--- config.mk ---
export PLATFORM = sky130hd
export DESIGN_NAME = regfile_2r1w
export DESIGN_NICKNAME = d
export VERILOG_FILES = /design/src/rtl/regfile_2r1w.sv
export SDC_FILE = /design/constraint.sdc
export NUM_CORES = 1
export LEC_CHECK = 0
export BUFFER_PORTS_ARGS = -buffer_cell sky130_fd_sc_hd__buf_2
export CORE_AREA = 2 2 141 116
export CTS_BUF_LIST = sky130_fd_sc_hd__clkbuf_4
export CTS_CLUSTER_DIAMETER = 50
export DETAILED_ROUTE_END_ITERATION = 6
export DIE_AREA = 0 0 143 118
export GPL_ROUTABILITY_DRIVEN = 0
export GPL_TIMING_DRIVEN = 0
export PLACE_DENSITY_LB_ADDON = 0.15
export SYNTH_ARGS = -nofsm -noshare
export SYNTH_HDL_FRONTEND = slang
export SYNTH_SLANG_ARGS = --single-unit
export TNS_END_PERCENT = 50
--- constraint.sdc ---
create_clock -name clk -period 4.3 [get_ports clk]
set_clock_uncertainty 0.1 [all_clocks]
set_input_delay 1.29 -clock clk [delete_from_list [all_inputs] [get_ports clk]]
set_output_delay 1.29 -clock clk [all_outputs]
set_load 0.05 [all_outputs]
--- src/rtl/regfile_2r1w.sv ---
// Register file with one write port and two registered read ports with write-to-read bypass.
// Optional macro REGFILE_R0_ZERO_EN hardwires register 0 to zero.
module regfile_2r1w #(
    parameter int DATA_W = 16,
    parameter int ADDR_W = 3
) (
    input  logic                   clk,
    input  logic                   reset,
    input  logic                   write,
    input  logic [ADDR_W-1:0]      writenum,
    input  logic [DATA_W-1:0]      data_in,
    input  logic                   ren_a,
    input  logic [ADDR_W-1:0]      readnum_a,
    input  logic                   ren_b,
    input  logic [ADDR_W-1:0]      readnum_b,
    output logic [DATA_W-1:0]      data_out_a,
    output logic [DATA_W-1:0]      data_out_b,
    output logic                   valid_a,
    output logic                   valid_b,
    output logic [2**ADDR_W-1:0]   wr_mask
);

    localparam int NREG = 2**ADDR_W;

`ifdef REGFILE_R0_ZERO_EN
    localparam bit R0_ZERO = 1'b1;
`else
    localparam bit R0_ZERO = 1'b0;
`endif

    logic [DATA_W-1:0] regs [NREG];
    logic              wr_en;
    logic [DATA_W-1:0] rd_a_next;
    logic [DATA_W-1:0] rd_b_next;

    // With R0_ZERO, writes to register 0 are dropped here, so register 0 stays 0
    // and the bypass below can never forward data_in to a read of address 0.
    always_comb begin
        wr_en = write && !(R0_ZERO && (writenum == '0));
    end

    always_comb begin
        rd_a_next = regs[readnum_a];
        rd_b_next = regs[readnum_b];
        if (wr_en && (writenum == readnum_a)) rd_a_next = data_in;
        if (wr_en && (writenum == readnum_b)) rd_b_next = data_in;
    end

    always_ff @(posedge clk) begin
        if (reset) begin
            // NOTE: the storage array is reset deliberately, because every register
            // must read back 0 after reset; this rules out inferring a RAM macro.
            for (int i = 0; i < NREG; i++) begin
                regs[i] <= '0;
            end
            data_out_a <= '0;
            data_out_b <= '0;
            valid_a    <= 1'b0;
            valid_b    <= 1'b0;
            wr_mask    <= '0;
        end else begin
            // NOTE: non-blocking assignments, so the read muxes see pre-edge register
            // contents and the bypass alone supplies same-cycle write data.
            if (wr_en) begin
                regs[writenum]    <= data_in;
                wr_mask[writenum] <= 1'b1;
            end
            valid_a <= ren_a;
            valid_b <= ren_b;
            if (ren_a) data_out_a <= rd_a_next;
            if (ren_b) data_out_b <= rd_b_next;
        end
    end

endmodule

==> After elaboration in Yosys (flattened, before gate mapping) <==
Memories as Yosys holds them, arrays and structs flattened. A register that Yosys moved wholly into a read port is not among the register bits.
Index checks and enable logic that the tools add are counted.
W data, S select, Z words.
{ "word_totals": {"output_inout_bits": 42, "register_bits": 10, "mem_bits_rw": 128, "memories": 1, "inputBits": 30, "wordCells": 19} }
{ "op_classes": {"bitwise": 1, "n_lt_le_gt_ge": 2, "reduce_logical": 2, "n_mux": 10} }
{ "memory_table": {"columns": ["memory", "words", "word_bits", "rd", "rd_clocked_by_memory_dff", "write_ports", "line", "source"], "rows": [
  ["regs", 8, 16, 2, 2, 8, "31", "logic [DATA_W-1:0] regs [NREG];"]
]} }
{ "op_table": {"columns": ["op", "n"], "rows": [
  ["$mux W16", 1],
  ["$reduce_or A16 Y1", 1],
  ["$or A8 B8 Y8", 1],
  ["$mux W1", 7],
  ["$lt A3 B4 Y1 const B", 1],
  ["$demux W1 S3", 1],
  ["$ge A3 B1 Y1 const B", 1],
  ["$mux W3", 1],
  ["$logic_and A1 B1 Y1", 1]
]} }

==> Logic depth before layout (Yosys ltp) <==
{ "logic_depth": {"word_depth": 5, "ltp_mapped": 7, "ltp_nobuf": 4} }

==> Worst setup path after synthesis <==
No wires, ideal clock.
{ "synth_path": {"path_kind": "input port to flip-flop", "startpoint": "input port reset", "endpoint": "memory regs[5][0], enable pin", "arrival_time_ns": 2.929, "setup_time_ns": 0.411, "path_buffers": 1, "t_required_ns": 3.789, "slack_ns": 0.859, "path_stages": 4, "path_cell_list": "clkbuf_1 inv_2 nand3_1 o21ai_0"} }
{ "synth_rtl": {"columns": ["item", "line", "source"], "rows": [
  ["from (decl)", "8", "input logic reset,"],
  ["to (decl)", "31", null]
]} }

==> flow_results.org <==
** Critical path
- Nature of the critical path startpoint :: input pin
- Of all nets on the critical path, the largest fanout is 16.
- The worst setup path is captured at a flip-flop.
- Terminus of the critical flop-to-flop path :: data_out_a[4]$_SDFFE_PP0P_
- Startpoint of the most critical register-to-register path :: regs[1][4]$_SDFFCE_PN0P_
- At the worst endpoint, the arrival time is 3520 ps.
- For the worst setup path, the data required time is 4430 ps.
- FF-to-FF path depth :: 4
- Across all register-to-register paths, the minimum setup slack is 2590 ps.
- The critical path in this run is classified as input pin to flip-flop.

** Synth
- Summing every instance area after synthesis gives 8320 um^2.
- The synthesized design contains 128 enable-type register cells.
- Largest area contributor in the netlist :: sky130_fd_sc_hd__edfxtp_1
- Cell types with the largest area share after synthesis :: sky130_fd_sc_hd__edfxtp_1, sky130_fd_sc_hd__mux4_2, sky130_fd_sc_hd__dfxtp_1
- Synthesis produced 550 cells.
- Of the post-synthesis cell area, the dominant cell type holds 46.2%.
- For this run, the register share of the synthesized area comes to 56.3%.
- Number of unique standard cell types used by synthesis :: 37
- For this run, the leading register cell type out of synthesis is sky130_fd_sc_hd__edfxtp_1.
- Dividing the synthesized area by the synthesized cell count gives 15.1 um^2.
- Synthesis Warnings :: 0
- Post-Synthesis Net Count :: 580
- #FFs+latches synth :: 170
- Fraction of registers with async set or reset after synthesis :: 0%

** Die
- Core Region :: 15400 um^2
- Once the floorplan was initialized, standard cells occupied 53.9% of the core.
- The die is 118 um tall.
- The die covers 16900 um^2.
- Number of placement rows :: 41
- Top-level port count :: 72
- Floorplan die width :: 143 um

** Layout
- Non-Filler Cell Area, Final :: 9260 um^2
- Final core area utilization :: 60.0%
- Synthesis-to-finish area growth :: 11.3%
- Non-Filler Instances :: 863
- Antenna diode instance count :: 0
- For this run, the post-layout net count is 665.
- Layout cells sized above 1 :: 29.8%
- The layout has 1231 filler cells.

** Clocking
- Hold repair after CTS inserted 0 buffers.
- After clock tree synthesis, the setup repair step added 0 buffers.
- Clock-pin slew of the registers on the worst-case setup and hold paths :: 140 ps
- Clock tree synthesis inserted a total of 17 buffers.
- The clock net in this run drives a total of 170 sinks.
- H-Tree Level Count :: 4
- CTS tree :: yes
- Clock latency reported for the late side of the worst-skew pair :: 590 ps
- The clock passes through at most 2 buffers.
- In this run the clock root is driven by a sky130_fd_sc_hd__clkbuf_4.
- Count of instances resized after the clock tree is built :: 0

** Placed design
- The placed instances occupy a cell area of 8970 um^2.
- Once detailed placement completed, the half-perimeter wirelength came to 15300 um.
- Counting tap cells, the placed design contains a total of 831 instances.
- The count of buffers added on input and output ports is 62.

** STA
- The number of pins exceeding their max-slew limit in the final report is 10.
- Tightest slew margin relative to the limit :: -2.26%
- Final number of hold-violating endpoints :: 0
- The routed design could run at a clock period as short as 3400 ps.
- Setup violations remaining at the end of the flow were counted as 0.
- Period Utilization, post-route :: 79.0%
- For the pin with the worst max-slew slack, the measured transition is 1520 ps.
- Hold is met by 371 ps.
- Maximum clock rate :: 294 MHz
- Setup repair after global routing left no endpoint under its margin.

** Global routing
- Via count of the first global-routing pass :: 5569
- The number of antenna violations at the first check in global routing came to 0.
- For this run the aggregate overflow at the end of global routing stands at 0.
- Entering global routing, the biggest net connects 17 pins.
- In the global route stage, overall resource usage came out at 28.9%.
- The first global-routing pass estimated 34300 um of wire.

** Routing
- Detail Route Antenna Nets :: 0
- Average via count per standard cell :: 6.34
- First-pass iteration count of the detailed router :: 5
- DRC marker count from the first detailed-route iteration :: 634
- For this run, design rule violations remaining after detail routing come to 0.
- Wires add up to 23200 um.
- Routed wire per std cell :: 26.9 um
- Count of vias placed by the detailed router :: 5471

** Power
- Worst vdd rail ir drop :: 210 uV
- Ratio of total power to cell area :: 371 nW/um^2
- For this design the static power due to leakage is 3.51 nW.

** Min path
- Hold Crit Endpoint :: wr_mask[5]$_SDFFE_PP0P_
- The startpoint identified for the worst hold timing path is wr_mask[5]$_SDFFE_PP0P_.
- Hold path depth :: 1
- Min-Delay Path Class :: flip-flop to flip-flop

** Run
- Max capacitance violation total :: 1

** Run status
- The final reports fail on capacitance limit, slew limit.
- The run finished, with violations left.
[how the worst max path moves through the flow]
stage	from	cells past startpoint	endpoint	slack, ps
after floorplan	reset	4	regs[5][0]$_SDFFCE_PN0P_	860
after global placement	reset	5	regs[5][8]$_SDFFCE_PN0P_	-630
after detailed placement	reset	4	regs[2][7]$_SDFFCE_PN0P_	400
after CTS	reset	4	regs[6][5]$_SDFFCE_PN0P_	1030
after global routing	reset	4	regs[2][1]$_SDFFCE_PN0P_	970
final	reset	4	regs[6][5]$_SDFFCE_PN0P_	900
[synth_stat cells (all sizes together) (3+ instances only)]
master,instances
and2,129
edfxtp,128
mux4,63
dfxtp,42
mux2i,31
clkbuf,22
nor2,22
o21ai,19
buf,18
a22oi,16
a221o,15
a21o,8
xor2,6
or2,5
nand2b,4
nor3,4
nand2,3
nor4,3
[logic make-up after synthesis]
family | Yosys count | synth area share, %
AO/OA/AOI/OAI | 62 | 5.82
XOR/XNOR | 6 | 0.902
buffers and inverters | 41 | 2.71
flip-flops | 170 | 56.3
multiplexers | 96 | 21.5
AND/OR/NAND/NOR | 175 | 12.8
[layout make-up]
| class | count | area, um^2 | area share (%) |
|---|---|---|---|
| Buffer | 40 | 221 | 2.39 |
| Clock buffer | 17 | 128 | 1.38 |
| Clock inverter | 15 | 166 | 1.80 |
| Inverter | 1 | 3.75 | 0.0405 |
| Multi-Input combinational cell | 339 | 3430 | 37.0 |
| Sequential cell | 170 | 4680 | 50.6 |
| Tap cell | 215 | 269 | 2.90 |
| Timing Repair Buffer | 66 | 363 | 3.92 |
[flip-flops by register name, indices dropped and copies added, names as in the netlist]
signal,cells
regs,128
valid_b,1
valid_a,1
wr_mask,8
data_out_a,16
data_out_b,16
[power breakdown]
part | total, W | internal (W) | switching, W
sequential | 0.00193 | 0.00187 | 0.0000598
clock | 0.000966 | 0.000356 | 0.000611
combinational | 0.000542 | 0.000204 | 0.000338
[stage by stage]
stage                     TNS [ps]  setup slack [ps]  power (W)
after floorplan                  0               859    0.00233
after global placement      -28710              -633    0.00248
after detailed placement         0               403    0.00251
after CTS                        0              1030    0.00344
after global routing             0               975    0.00355
final                            0               901    0.00344
[placed cells by master, fill, tap and decap left out, types with 3 or more instances in the layout]
cell,Yosys,final
sky130_fd_sc_hd__and2_1,129,129
sky130_fd_sc_hd__edfxtp_1,128,128
sky130_fd_sc_hd__buf_2,8,70
sky130_fd_sc_hd__mux4_2,54,54
sky130_fd_sc_hd__dfxtp_1,42,42
sky130_fd_sc_hd__mux2i_1,31,31
sky130_fd_sc_hd__nor2_1,22,22
sky130_fd_sc_hd__clkbuf_1,21,21
sky130_fd_sc_hd__clkbuf_4,0,17
sky130_fd_sc_hd__a22oi_1,16,16
sky130_fd_sc_hd__o21ai_0,19,16
sky130_fd_sc_hd__a221o_1,15,15
sky130_fd_sc_hd__mux4_1,9,9
sky130_fd_sc_hd__a21o_1,8,8
sky130_fd_sc_hd__buf_6,6,6
sky130_fd_sc_hd__clkinv_4,0,6
sky130_fd_sc_hd__buf_4,4,5
sky130_fd_sc_hd__or2_2,5,5
sky130_fd_sc_hd__nand2_1,3,3
sky130_fd_sc_hd__o21ai_2,0,3
sky130_fd_sc_hd__nand2b_1,3,3
sky130_fd_sc_hd__xor2_1,3,3
sky130_fd_sc_hd__xor2_2,3,3
sky130_fd_sc_hd__inv_6,0,3
sky130_fd_sc_hd__buf_8,0,3
[critical path, stage by stage]
cell and delay [ps]:
sky130_fd_sc_hd__buf_2 120, sky130_fd_sc_hd__nand2b_4 190, sky130_fd_sc_hd__nor3_1 1210, sky130_fd_sc_hd__or2_2 700
[routing by layer]
layer / vias up / global-route usage [%] / share of wire [%]
li1: 2293 / - / -
met2: 335 / 44.3 / 46
met4: 0 / 9.28 / 2.9
met5: - / 0 / 0
met1: 2792 / 41.7 / 41
met3: 51 / 6.10 / 10
Power figures use the tool's default switching activity.
